### config.mk
export PLATFORM = sky130hd
export DESIGN_NAME = dmem_arbiter
export DESIGN_NICKNAME = d
export VERILOG_FILES = /design/src/rtl/dmem_arbiter.sv
export SDC_FILE = /design/constraint.sdc
export NUM_CORES = 1
export LEC_CHECK = 0
export BUFFER_PORTS_ARGS = -buffer_cell sky130_fd_sc_hd__buf_4
export CAP_MARGIN = 5
export CORE_AREA = 2 2 86 88
export CTS_CLUSTER_SIZE = 16
export DETAILED_ROUTE_END_ITERATION = 10
export DIE_AREA = 0 0 88 90
export PLACE_DENSITY = 0.58
export SETUP_SLACK_MARGIN = 0.5
export SKIP_LAST_GASP = 1
export SLEW_MARGIN = 10
export SYNTH_ARGS = -nofsm -noshare
export SYNTH_HDL_FRONTEND = slang
export SYNTH_SLANG_ARGS = --single-unit
### constraint.sdc
create_clock -name clk -period 1.5 [get_ports clk]
set_input_delay 0.225 -clock clk [delete_from_list [all_inputs] [get_ports clk]]
set_output_delay 0.225 -clock clk [all_outputs]
set_load 0.03 [all_outputs]
### src/rtl/dmem_arbiter.sv
// dmem_arbiter: shares the single-port data memory between the CPU pipeline
// (port C) and the host/debug loader (port H). Port C normally wins, but the
// host is never refused more than MAX_WAIT consecutive cycles. Read data
// returns from the SRAM one cycle after the access and is tagged to its owner.
module dmem_arbiter #(
    parameter int ADDR_W   = 7,
    parameter int DATA_W   = 32,
    parameter int MAX_WAIT = 4
) (
    input  logic              clk,
    input  logic              reset,

    input  logic              cpuReq,
    input  logic              cpuWe,
    input  logic [ADDR_W-1:0] cpuAdrx,
    input  logic [DATA_W-1:0] cpuWrData,
    output logic              cpuGnt,
    output logic              cpuRdValid,
    output logic [DATA_W-1:0] cpuRdData,

    input  logic              hostReq,
    input  logic              hostWe,
    input  logic [ADDR_W-1:0] hostAdrx,
    input  logic [DATA_W-1:0] hostWrData,
    output logic              hostGnt,
    output logic              hostRdValid,
    output logic [DATA_W-1:0] hostRdData,

    output logic              memEn,
    output logic              memWe,
    output logic [ADDR_W-1:0] memAdrx,
    output logic [DATA_W-1:0] memWrData,
    input  logic [DATA_W-1:0] memRdData
);

    localparam int WAIT_W = $clog2(MAX_WAIT + 1);
    localparam logic [WAIT_W-1:0] WAIT_LIMIT = WAIT_W'(MAX_WAIT);

    logic [WAIT_W-1:0] waitCnt_q;
    logic [WAIT_W-1:0] waitCnt_d;
    logic [1:0]        rdOwner_q;
    logic [1:0]        rdOwner_d;

    // Grant selection: a starved host beats the CPU, otherwise the CPU wins; nothing is granted in reset
    always_comb begin
        cpuGnt  = 1'b0;
        hostGnt = 1'b0;
        if (!reset) begin
            if (hostReq && (waitCnt_q == WAIT_LIMIT)) begin
                hostGnt = 1'b1;
            end else if (cpuReq) begin
                cpuGnt = 1'b1;
            end else if (hostReq) begin
                hostGnt = 1'b1;
            end
        end
    end

    // Steer the granted port onto the SRAM bus; an idle bus is driven to all zeros
    always_comb begin
        memEn     = cpuGnt | hostGnt;
        memWe     = 1'b0;
        memAdrx   = '0;
        memWrData = '0;
        if (cpuGnt) begin
            memWe     = cpuWe;
            memAdrx   = cpuAdrx;
            memWrData = cpuWrData;
        end else if (hostGnt) begin
            memWe     = hostWe;
            memAdrx   = hostAdrx;
            memWrData = hostWrData;
        end
    end

    // Next state: count consecutive host refusals (saturating) and remember who owns the returning read
    always_comb begin
        waitCnt_d = '0;
        if (hostReq && !hostGnt) begin
            waitCnt_d = (waitCnt_q == WAIT_LIMIT) ? WAIT_LIMIT : waitCnt_q + WAIT_W'(1);
        end
        rdOwner_d = {cpuGnt & ~cpuWe, hostGnt & ~hostWe};
    end

    // State registers with synchronous reset
    always_ff @(posedge clk) begin
        if (reset) begin
            waitCnt_q <= '0;
            rdOwner_q <= '0;
        end else begin
            waitCnt_q <= waitCnt_d;
            rdOwner_q <= rdOwner_d;
        end
    end

    // Read return; valid is masked while reset is high so a read issued just before reset is dropped
    assign cpuRdValid  = rdOwner_q[1] & ~reset;
    assign hostRdValid = rdOwner_q[0] & ~reset;
    assign cpuRdData   = memRdData;
    assign hostRdData  = memRdData;

endmodule
Word-level counts from Yosys, hierarchy flattened
Cells that the tools add are included.
{"block": "word_totals", "in_bits": 116, "rom_bits": 0, "regBits": 5, "memories": 0, "elab_cells": 33, "ramBits": 0, "latch_bits": 0, "output_inout_bits": 109}
{"block": "op_classes", "mul": 0, "n_shift": 0, "n_reduce_logical": 5, "magnitude_cmp": 0, "eq_ne": 1, "div": 0, "n_bitwise": 9, "n_addsub": 1, "n_mux": 14}
{"operator": "$mux 32", "count": 2}
{"operator": "$mux 7", "count": 2}
{"operator": "$mux 1", "count": 9}
{"operator": "$and 1x1->1", "count": 4}
{"operator": "$not 1->1", "count": 4}
{"operator": "$add 3x1->3 const B", "count": 1}
{"operator": "$eq 3x3->1 const B", "count": 1}
{"operator": "$mux 3", "count": 1}
{"operator": "$reduce_or 3->1", "count": 1}
{"operator": "$logic_and 1x1->1", "count": 2}
{"operator": "$reduce_or 2->1", "count": 1}
{"operator": "$logic_not 1->1", "count": 1}
{"operator": "$or 1x1->1", "count": 1}

Depth between registers and ports, before layout
{"block": "logic_depth", "word_depth": 8, "ltp_mapped": 7, "mapped_depth_nobuf": 5}

Worst setup path after synthesis
No wires, ideal clock.
{"block": "synth_timing", "path_type": "reg-to-output", "startpoint": "reg waitCnt_q[0]", "endpoint": "out memWrData[21]", "path_slack_ns": -0.147, "path_stages_with_launch": 8, "arrival_time_ns": 1.422, "path_cell_list": "dfxtp_1 -> inv_1 -> ha_1 -> nand3_1 -> and3b_1 -> buf_6 -> buf_6 -> a22o_1"}
{"item": "start, declared", "line_no": "39", "rtl": "logic [WAIT_W-1:0] waitCnt_q;"}
{"item": "start signal, assigned", "line_no": "91", "rtl": "waitCnt_q <= waitCnt_d;"}
{"item": "$eq 3x3->1", "line_no": "49", "rtl": "if (hostReq && (waitCnt_q == WAIT_LIMIT)) begin"}
{"item": "$logic_and 1x1->1", "line_no": "49"}
{"item": "$mux 1", "line_no": "49"}
{"item": "$mux 1", "line_no": "48", "rtl": "if (!reset) begin"}
{"item": "net cpuGnt", "line_no": "17", "rtl": "output logic cpuGnt,"}
{"item": "$mux 32", "line_no": "65", "rtl": "if (cpuGnt) begin"}
{"item": "end, declared", "line_no": "32", "rtl": "output logic [DATA_W-1:0] memWrData,"}
The timed path passes the listed nets, and every way through them passes these cells.

Worst setup path in the final report
{"block": "layout_timing", "startpoint": "reg waitCnt_q[1]", "endpoint": "out memWrData[2]"}
{"block": "layout_between", "elab_chain_len": 6}
{"item": "$eq 3x3->1 (*)", "line_no": "49"}
{"item": "$logic_and 1x1->1 (*)", "line_no": "49"}
{"item": "$mux 1", "line_no": "49"}
{"item": "$mux 1", "line_no": "48"}
{"item": "$mux 32", "line_no": "69", "rtl": "end else if (hostGnt) begin"}
{"item": "$mux 32 (*)", "line_no": "65"}
Every way passes the cells marked *; elsewhere a longest branch is shown, timed or not.

==> metrics.yaml <==
clock.fmax_ghz: 0.539
hpwl_um: 3980
rsz0062_at_grt: "true"
final_cells: 317
crit_type: "reg -> out"
yosysTopAreaCell: "buf_4"
dp_slack_ps: -160
p_per_area_mw_per_mm2: 458
routed_wirelength_um: 5160
portBuffers: 128
grt_first_pass_wirelength_um: 6620
ys.flop_type: "dfxtp_1"
syn_area_per_cell_um2: 8.19
hold_class: "in -> reg"
synth_cells: 143
synth_area_mm2: 0.00117
diodes: 0
grt_pass1_vias: 1370
ant_nets: 0
violations: "negative setup slack"
relSlewSlack: 0.852
fin_setup_tns_ps: -13620
syn-num-nets: 261
post-route-drc-count: 0
max_cap_viol_count: 0
rows: 31
fin_skew_ps: 0.351
cts_buffers: 3
async_flop_share: 0
clock_latency_ps: 220
clk_pin_slew_ps: 30
yosysWarnings: 0
antenna_found_initial: 0
setup_ws_ps: -355
yosysTopAreaCellShare: 0.436
met2_usage: 0.211
area_growth_pct: 115
pin_count: 225
final.period_utilization: 1.24
clockBufferDepth: 2
grt_max_degree: 31
start_util: 0.167
final_hold_viol_count: 0
die_h_um: 90
cts.htree.levels: 1
setup_viol: 42
final_nets: 337
place_congestion: 0.679
use_met3: 0.0239
peakVddDrop_uv: 214
tightest_slew_ps: 222
final_area_mm2: 0.00251
yosys-top-cells-count: "buf_4 (68), a22o_1 (39), buf_6 (5), dfxtp_1 (5)"
grt_usage: 0.107
vias_per_cell: 4.10
ys_types: 18
coreArea_mm2: 0.00702
dpl-instance-area_mm2: 0.00217
overflow: 0
vias: 1299
clock-sinks: 5
cts_hold_buf: 0
fill_cells: 702
outcome: "finished with violations"
wire_per_inst_um: 16.3
met1_usage: 0.0943
timing.final.max_slew_violations: 0
drtIter0Drc: 40
critPathArrivalTime_ps: 1630
synth_most_common_cell: "buf_4"
crit_required_ps: 1270
startpoint_type: "register"
cts_root_buffer: "clkbuf_8"
drive_above_1_share: 0.931
die_area_mm2: 0.00792
placed_cells: 308
synth_edf_count: 0
seq_area_frac_synth: 0.0855
dr.pass1.iters: 4
p_leak_nw: 1.26
ys_ff_latch: 5
crit_fanout: 8
cp-end-kind: "primary output"
synthTopCellsByArea: "buf_4 (44%), a22o_1 (29%), dfxtp_1 (8.5%), buf_6 (4.8%), ha_1 (2.1%)"
min_period_ps: 1860
cts_tree: "done"
grt_busiest_layer: "met2"
die_x_um: 88
-- stage by stage --
step                       util  power [mW]  hold WS (ps)
after global placement    0.309       0.819           400
after CTS                 0.318        1.08           169
after global routing      0.358        1.21           171
final                     0.358        1.15           164
after floorplan               -       0.812           297
after detailed placement  0.309       0.821           397
-- sequential cells by signal (all words and copies together) (netlist names) --
| signal | flops |
|---|---|
| rdOwner_q | 2 |
| waitCnt_q | 3 |
-- cells by family after synthesis --
logic type,Yosys count,share of synthesized area
compound gates,42,0.312
fa+ha+maj,2,0.0214
buf+inv,76,0.494
flops,5,0.0855
mux,1,0.00855
simple gates,17,0.0791
-- cell usage in the layout (no fill, tap or decap), types with 2 or more instances in the layout --
| master | count |
|---|---|
| inv_2 | 2 |
| buf_8 | 2 |
| buf_6 | 40 |
| nor2_1 | 2 |
| clkbuf_16 | 3 |
| nand2_1 | 2 |
| dfxtp_2 | 4 |
| buf_4 | 97 |
| nor2_4 | 2 |
| buf_12 | 2 |
| clkbuf_8 | 3 |
| nand3_1 | 2 |
| a22o_4 | 38 |
| nor2b_4 | 3 |
-- power breakdown --
group	switching, mW	internal [mW]	total, mW
sequential	0.00154	0.138	0.139
combinational	0.339	0.427	0.766
clock	0.0630	0.182	0.245
total	0.404	0.747	1.15
-- cell type report --
class,count,area [um^2],share of cell area
timing repair buffer,144,1320,0.527
multi-input combinational,62,905,0.360
tap,99,124,0.0493
sequential,5,105,0.0418
clock buffer,4,45.0,0.0179
inverter,3,11.3,0.00448
-- per-layer routing --
metal	routed length (um)	share of wire
met1	1540	0.30
met2	2890	0.56
met3	547	0.11
met4	172	0.033
met5	0	0
-- final timing paths --
check / startpoint / endpoint / slack (ps) / depth (start not counted)
setup reg to reg: waitCnt_q[1] / rdOwner_q[1] / 210 / 6
setup / recovery: waitCnt_q[1] / memWrData[2] / -360 / 7
hold reg to reg: waitCnt_q[0] / waitCnt_q[0] / 500 / 2
hold / removal: hostWe / rdOwner_q[0] / 160 / 2
-- critical path, stage by stage, from the launching register on --
cell       delay [ps]
dfxtp_2           310
inv_2              60
ha_4              140
nand3_2            70
and3b_4           250
clkbuf_16         190
a22o_4            250
buf_6             130
-- timing repair --
action                                  CTS  global route
setup buffers                             0             1
endpoints found under the setup margin   50            50
gates cloned                              0             4
pin swaps                                 1             1
gates resized for setup                   4            51
No activity file was read; power rests on OpenSTA's default activity.
